<file path="src/rtl/uart_pkg.sv">
// Shared UART definitions: receiver state encoding, frame constants and the
// baud divisor helper used to size the bit timer.
package uart_pkg;

  typedef enum logic [2:0] {
    IDLE,
    START,
    DATA,
    STOP,
    BREAK
  } state_t;

  localparam int   DATA_BITS  = 8;
  localparam logic IDLE_LEVEL = 1'b1;

  // Clock cycles per bit, truncated (100 MHz / 115200 -> 868).
  function automatic int bit_cycles(input int clk_freq, input int baud);
    return clk_freq / baud;
  endfunction

endpackage

</file>
<file path="src/rtl/sync_ff.sv">
// N-stage flop synchroniser for asynchronous inputs, with an asynchronous
// active-low reset to a selectable level. Use STAGES >= 2.
module sync_ff #(
  parameter int   STAGES    = 2,
  parameter logic RESET_VAL = 1'b1
) (
  input  logic clk,
  input  logic reset,
  input  logic d,
  output logic q
);

  logic [STAGES-1:0] chain;

  // NOTE: non-blocking assignments so each stage takes its predecessor's
  // value from before the edge; blocking here would collapse the chain.
  always_ff @(posedge clk or negedge reset) begin
    if (!reset) begin
      chain <= {STAGES{RESET_VAL}};
    end else begin
      chain <= {chain[STAGES-2:0], d};
    end
  end

  assign q = chain[STAGES-1];

endmodule

</file>
<file path="src/rtl/uart_rx.sv">
// 8N1 UART receiver: mid-bit sampling from a cycle counter, one-byte holding
// register on a valid/ready handshake, framing-error and overrun pulses.
module uart_rx
  import uart_pkg::*;
#(
  parameter int CLK_FREQ    = 100_000_000,
  parameter int BAUD_RATE   = 115_200,
  parameter int BIT_CYCLES  = bit_cycles(CLK_FREQ, BAUD_RATE),
  parameter int SYNC_STAGES = 2
) (
  input  logic       clk,
  input  logic       reset,
  input  logic       rx,
  output logic [7:0] rx_data,
  output logic       rx_valid,
  input  logic       rx_ready,
  output logic       frame_err,
  output logic       overrun,
  output logic       busy
);

  localparam int CNT_W = $clog2(BIT_CYCLES);
  localparam int IDX_W = $clog2(DATA_BITS);

  localparam logic [CNT_W-1:0] HALF_LOAD = CNT_W'(BIT_CYCLES / 2 - 1);
  localparam logic [CNT_W-1:0] FULL_LOAD = CNT_W'(BIT_CYCLES - 1);
  localparam logic [IDX_W-1:0] LAST_IDX  = IDX_W'(DATA_BITS - 1);

  logic                 rx_s;
  state_t               state;
  state_t               next_state;
  logic [CNT_W-1:0]     cnt;
  logic [IDX_W-1:0]     bit_idx;
  logic [DATA_BITS-1:0] shift;

  logic tick;
  logic last_bit;
  logic buf_free;
  logic start_edge;
  logic start_ok;
  logic data_sample;
  logic stop_ok;
  logic stop_bad;

  sync_ff #(
    .STAGES   (SYNC_STAGES),
    .RESET_VAL(IDLE_LEVEL)
  ) u_sync (
    .clk  (clk),
    .reset(reset),
    .d    (rx),
    .q    (rx_s)
  );

  assign tick     = (cnt == '0);
  assign last_bit = (bit_idx == LAST_IDX);
  // A handshake in the same cycle frees the slot for the incoming byte.
  assign buf_free = !rx_valid || rx_ready;

  always_ff @(posedge clk or negedge reset) begin
    if (!reset) begin
      state <= IDLE;
    end else begin
      state <= next_state;
    end
  end

  always_comb begin
    next_state = state;
    unique case (state)
      IDLE:    if (rx_s != IDLE_LEVEL) next_state = START;
      START:   if (tick) next_state = rx_s ? IDLE : DATA;
      DATA:    if (tick && last_bit) next_state = STOP;
      STOP:    if (tick) next_state = rx_s ? IDLE : BREAK;
      BREAK:   if (rx_s == IDLE_LEVEL) next_state = IDLE;
      default: next_state = IDLE;
    endcase
  end

  // NOTE: every strobe gets a default before the case, so no path through
  // this block leaves one unassigned and no latch is inferred.
  always_comb begin
    start_edge  = 1'b0;
    start_ok    = 1'b0;
    data_sample = 1'b0;
    stop_ok     = 1'b0;
    stop_bad    = 1'b0;
    unique case (state)
      IDLE:    start_edge  = (rx_s != IDLE_LEVEL);
      START:   start_ok    = tick && !rx_s;
      DATA:    data_sample = tick;
      STOP: begin
        stop_ok  = tick && rx_s;
        stop_bad = tick && !rx_s;
      end
      default: ;
    endcase
    busy = (state != IDLE);
  end

  // Bit timer: half a bit to reach mid-start, then whole bits from there.
  always_ff @(posedge clk or negedge reset) begin
    if (!reset) begin
      cnt <= '0;
    end else if (start_edge) begin
      cnt <= HALF_LOAD;
    end else if (state inside {START, DATA, STOP}) begin
      cnt <= tick ? FULL_LOAD : cnt - 1'b1;
    end
  end

  always_ff @(posedge clk or negedge reset) begin
    if (!reset) begin
      bit_idx <= '0;
      shift   <= '0;
    end else if (start_ok) begin
      bit_idx <= '0;
    end else if (data_sample) begin
      shift[bit_idx] <= rx_s;
      bit_idx        <= bit_idx + 1'b1;
    end
  end

  always_ff @(posedge clk or negedge reset) begin
    if (!reset) begin
      rx_data   <= '0;
      rx_valid  <= 1'b0;
      frame_err <= 1'b0;
      overrun   <= 1'b0;
    end else begin
      frame_err <= stop_bad;
      overrun   <= stop_ok && !buf_free;
      if (stop_ok && buf_free) begin
        rx_data  <= shift;
        rx_valid <= 1'b1;
      end else if (rx_valid && rx_ready) begin
        rx_valid <= 1'b0;
      end
    end
  end

endmodule

</file>
<file path="config.mk">
export PLATFORM = sky130hd
export DESIGN_NAME = uart_rx
export DESIGN_NICKNAME = d
export VERILOG_FILES = /design/src/rtl/uart_pkg.sv /design/src/rtl/sync_ff.sv /design/src/rtl/uart_rx.sv
export SDC_FILE = /design/constraint.sdc
export NUM_CORES = 1
export LEC_CHECK = 0
export CAP_MARGIN = 30
export CORE_UTILIZATION = 60
export DETAILED_ROUTE_END_ITERATION = 8
export GPL_TIMING_DRIVEN = 0
export HOLD_SLACK_MARGIN = 0.02
export PLACE_DENSITY = 0.88
export REMOVE_ABC_BUFFERS = 1
export SLEW_MARGIN = 20
export SYNTH_ARGS = -nofsm -noshare
export SYNTH_HDL_FRONTEND = slang
export SYNTH_SLANG_ARGS = --single-unit
</file>
<file path="constraint.sdc">
create_clock -name clk -period 3.4 [get_ports clk]
set_input_delay 0.85 -clock clk [delete_from_list [all_inputs] [get_ports clk]]
set_output_delay 0.85 -clock clk [all_outputs]
set_load 0.005 [all_outputs]
</file>
==> results.json <==
{
  "power_density_mw_per_mm2": 330,
  "fillCellCount": 200,
  "path_clk_slew_ns": 0.10,
  "rsz0062_at_grt": "false",
  "cts_made_buffers": 5,
  "synth_cell_types": 46,
  "die-area_mm2": 0.00325,
  "yosysTopAreaCell": "dfrtp_1",
  "flow.area_growth_from_synthesis_pct": 12.9,
  "clock-sinks": 37,
  "path_cells": "or3_1, clkdlybuf4s50_1",
  "synth_top_area_share_pct": 48.2,
  "die_height_um": 57.0,
  "core_area_mm2": 0.00281,
  "period_share_pct": 75.6,
  "cts_hold_buf": 0,
  "dp_hpwl_mm": 2.65,
  "grt_pass1_wl_mm": 6.27,
  "synth_flop_cell": "dfrtp_1",
  "drv_slew": 0,
  "crit_slowest_cell": "dfrtp_1",
  "multi_input_area_um2": 851,
  "drt-total-wl_mm": 3.65,
  "final_hold_viol_count": 0,
  "yosysWarnings": 0,
  "ys_seq_area_share_pct": 51.1,
  "wl_met2_mm": 1.95,
  "antenna_found_initial": 0,
  "io_pins": 16,
  "syn_area_mm2": 0.00182,
  "synthTopCellsByCount": "dfrtp_1 (35), nor2_1 (18), mux2_1 (10)",
  "tritoncts": "yes",
  "h-tree-depth": 2,
  "cts_root_buffer": "clkbuf_4",
  "start_util_pct": 64.8,
  "wl_per_cell_um": 17.6,
  "grt_max_degree": 25,
  "run_status": "finished, violations left",
  "route.detailed.drc": 8,
  "fin_skew_ns": 0.0131,
  "cts_resized": 0,
  "grt_usage_pct": 26.2,
  "postCtsSetupRepairBufs": 0,
  "maxCapViolCount": 0,
  "drive_gt1_share_pct": 15.3,
  "register_area_um2": 928,
  "synthArstFlopShare_pct": 100,
  "firstDrtPassIters": 6,
  "clk_latency_ns": 0.34,
  "final_cells": 207,
  "first_iter_violations": 40,
  "antenna_cells": 0,
  "worst_pin_slew_ns": 0.529,
  "die_w_um": 57.0,
  "syn_inst": 158,
  "r2r_cells": 6,
  "topRoutingLayerUsed": "met4",
  "gp_congestion": 0.887,
  "vias": 1331,
  "vias_per_cell": 6.43,
  "tns_ns": 0,
  "crit_path_start_kind": "register",
  "gr-total-overflow": 0,
  "yosysMostFrequentCell": "dfrtp_1",
  "cp-end-kind": "primary output",
  "met1_length_mm": 1.48,
  "cp_max_fo": 13,
  "p_leak_nw": 0.970,
  "met3_length_um": 138,
  "clockBufferDepth": 2,
  "slew_headroom_pct": 64.7,
  "dp.cells": 199,
  "synth_edf_count": 0,
  "ant_nets": 0,
  "rows": 19,
  "cp.arrival_ns": 1.72,
  "yosys-top-cells-area": "dfrtp_1 (48%), mux2_1 (6.2%), mux2_2 (4.3%)",
  "fmax_mhz": 389,
  "crit_type": "reg2out",
  "synth_seq_cells": 37,
  "grt_pass1_vias": 1335,
  "finalSetupViolCount": 0,
  "violations": "design-rule violations",
  "critical_path.max_stage_delay_ns": 0.53,
  "whs_path_depth": 0,
  "finalCoreUtilization_pct": 73.1,
  "period_needed_ns": 2.57,
  "portBuffers": 15,
  "cp.required_ns": 2.55,
  "ir_worst_vdd_mv": 0.273,
  "fin_nets": 183,
  "syn_avg_cell_area_um2": 11.5,
  "hold_class": "reg2reg"
}
## power by group
part | switching, mW | total [mW] | leakage, nW | internal (mW)
clock network | 0.135 | 0.216 | 0.0293 | 0.0805
registers | 0.00280 | 0.445 | 0.490 | 0.442
logic | 0.0103 | 0.0169 | 0.451 | 0.00652
## logic make-up after synthesis
family                     share of synthesized area, %
buffers and inverters                              2.13
adders and majority gates                          2.75
AOI/OAI and AO/OA                                  11.8
and+or+nand+nor                                    21.1
DFF                                                51.1
muxes                                              11.1
## stage by stage
stage	setup slack, ns	hold WS, ns	cell area, um^2	power, mW
after floorplan	1.45	0.345	1790	0.454
after global placement	0.744	0.346	1980	0.467
after detailed placement	1.04	0.348	2000	0.471
after CTS	0.822	0.363	2050	0.685
after global routing	0.722	0.364	2050	0.707
final	0.830	0.361	2050	0.678
## metal layers
layer  up-vias  GRT usage [%]
met1       672           31.4
met3         8           7.48
met4         0           12.5
li1        625              -
met5         -              0
met2        26           43.5
## cell usage in the layout (no fill, tap or decap), types with 2 or more instances in the layout
master and count:
inv_1 3, nor2b_1 2, o21ai_0 6, clkbuf_4 5
nand4_1 3, ha_1 4, or3_2 2, nor2_1 18
dfstp_2 2, and3_1 5, a21o_1 3, clkbuf_1 2
mux2_1 10, nor4b_1 2, a21oi_1 4, nand2_1 3
a22o_1 4, nand3_4 2, a31oi_1 2, mux2_2 7
nand2b_1 4, dfrtp_1 35, o22a_1 2, nand3_1 3
nor3_1 6, clkdlybuf4s50_1 14
## sequential cells by signal (all words and copies together) (netlist names)
signal and count:
frame_err 1, rx_valid 1, u_sync.chain 2, overrun 1, state 3, rx_data 8, cnt 10, bit_idx 3
shift 8
## final timing paths
| path | to | start | slack (ns) |
|---|---|---|---|
| setup / recovery | busy | state[0] | 0.83 |
| hold / removal | u_sync.chain[1] | u_sync.chain[0] | 0.36 |
| setup reg to reg | rx_data[3] | cnt[0] | 1.04 |
| hold reg to reg | u_sync.chain[1] | u_sync.chain[0] | 0.36 |
| max in group asynchronous | u_sync.chain[1] | reset | 2.47 |
| min in group asynchronous | frame_err | reset | 0.40 |
## worst max-delay path, delay by kind of cell, from the launching register on
family / cells / cell delay [ns]
buffers and inverters: 1 / 0.44
DFF: 1 / 0.53
and+or+nand+nor: 1 / 0.41
## layout make-up
class                   count  share of cell area, %
inverters                   3                  0.549
clock buffers               7                   2.20
flip-flops and latches     37                   45.2
well taps                  31                   1.89
multi-input cells         112                   41.5
clock inverters             1                  0.244
repair buffers             16                   8.41
No activity file was read; power rests on OpenSTA's default activity.
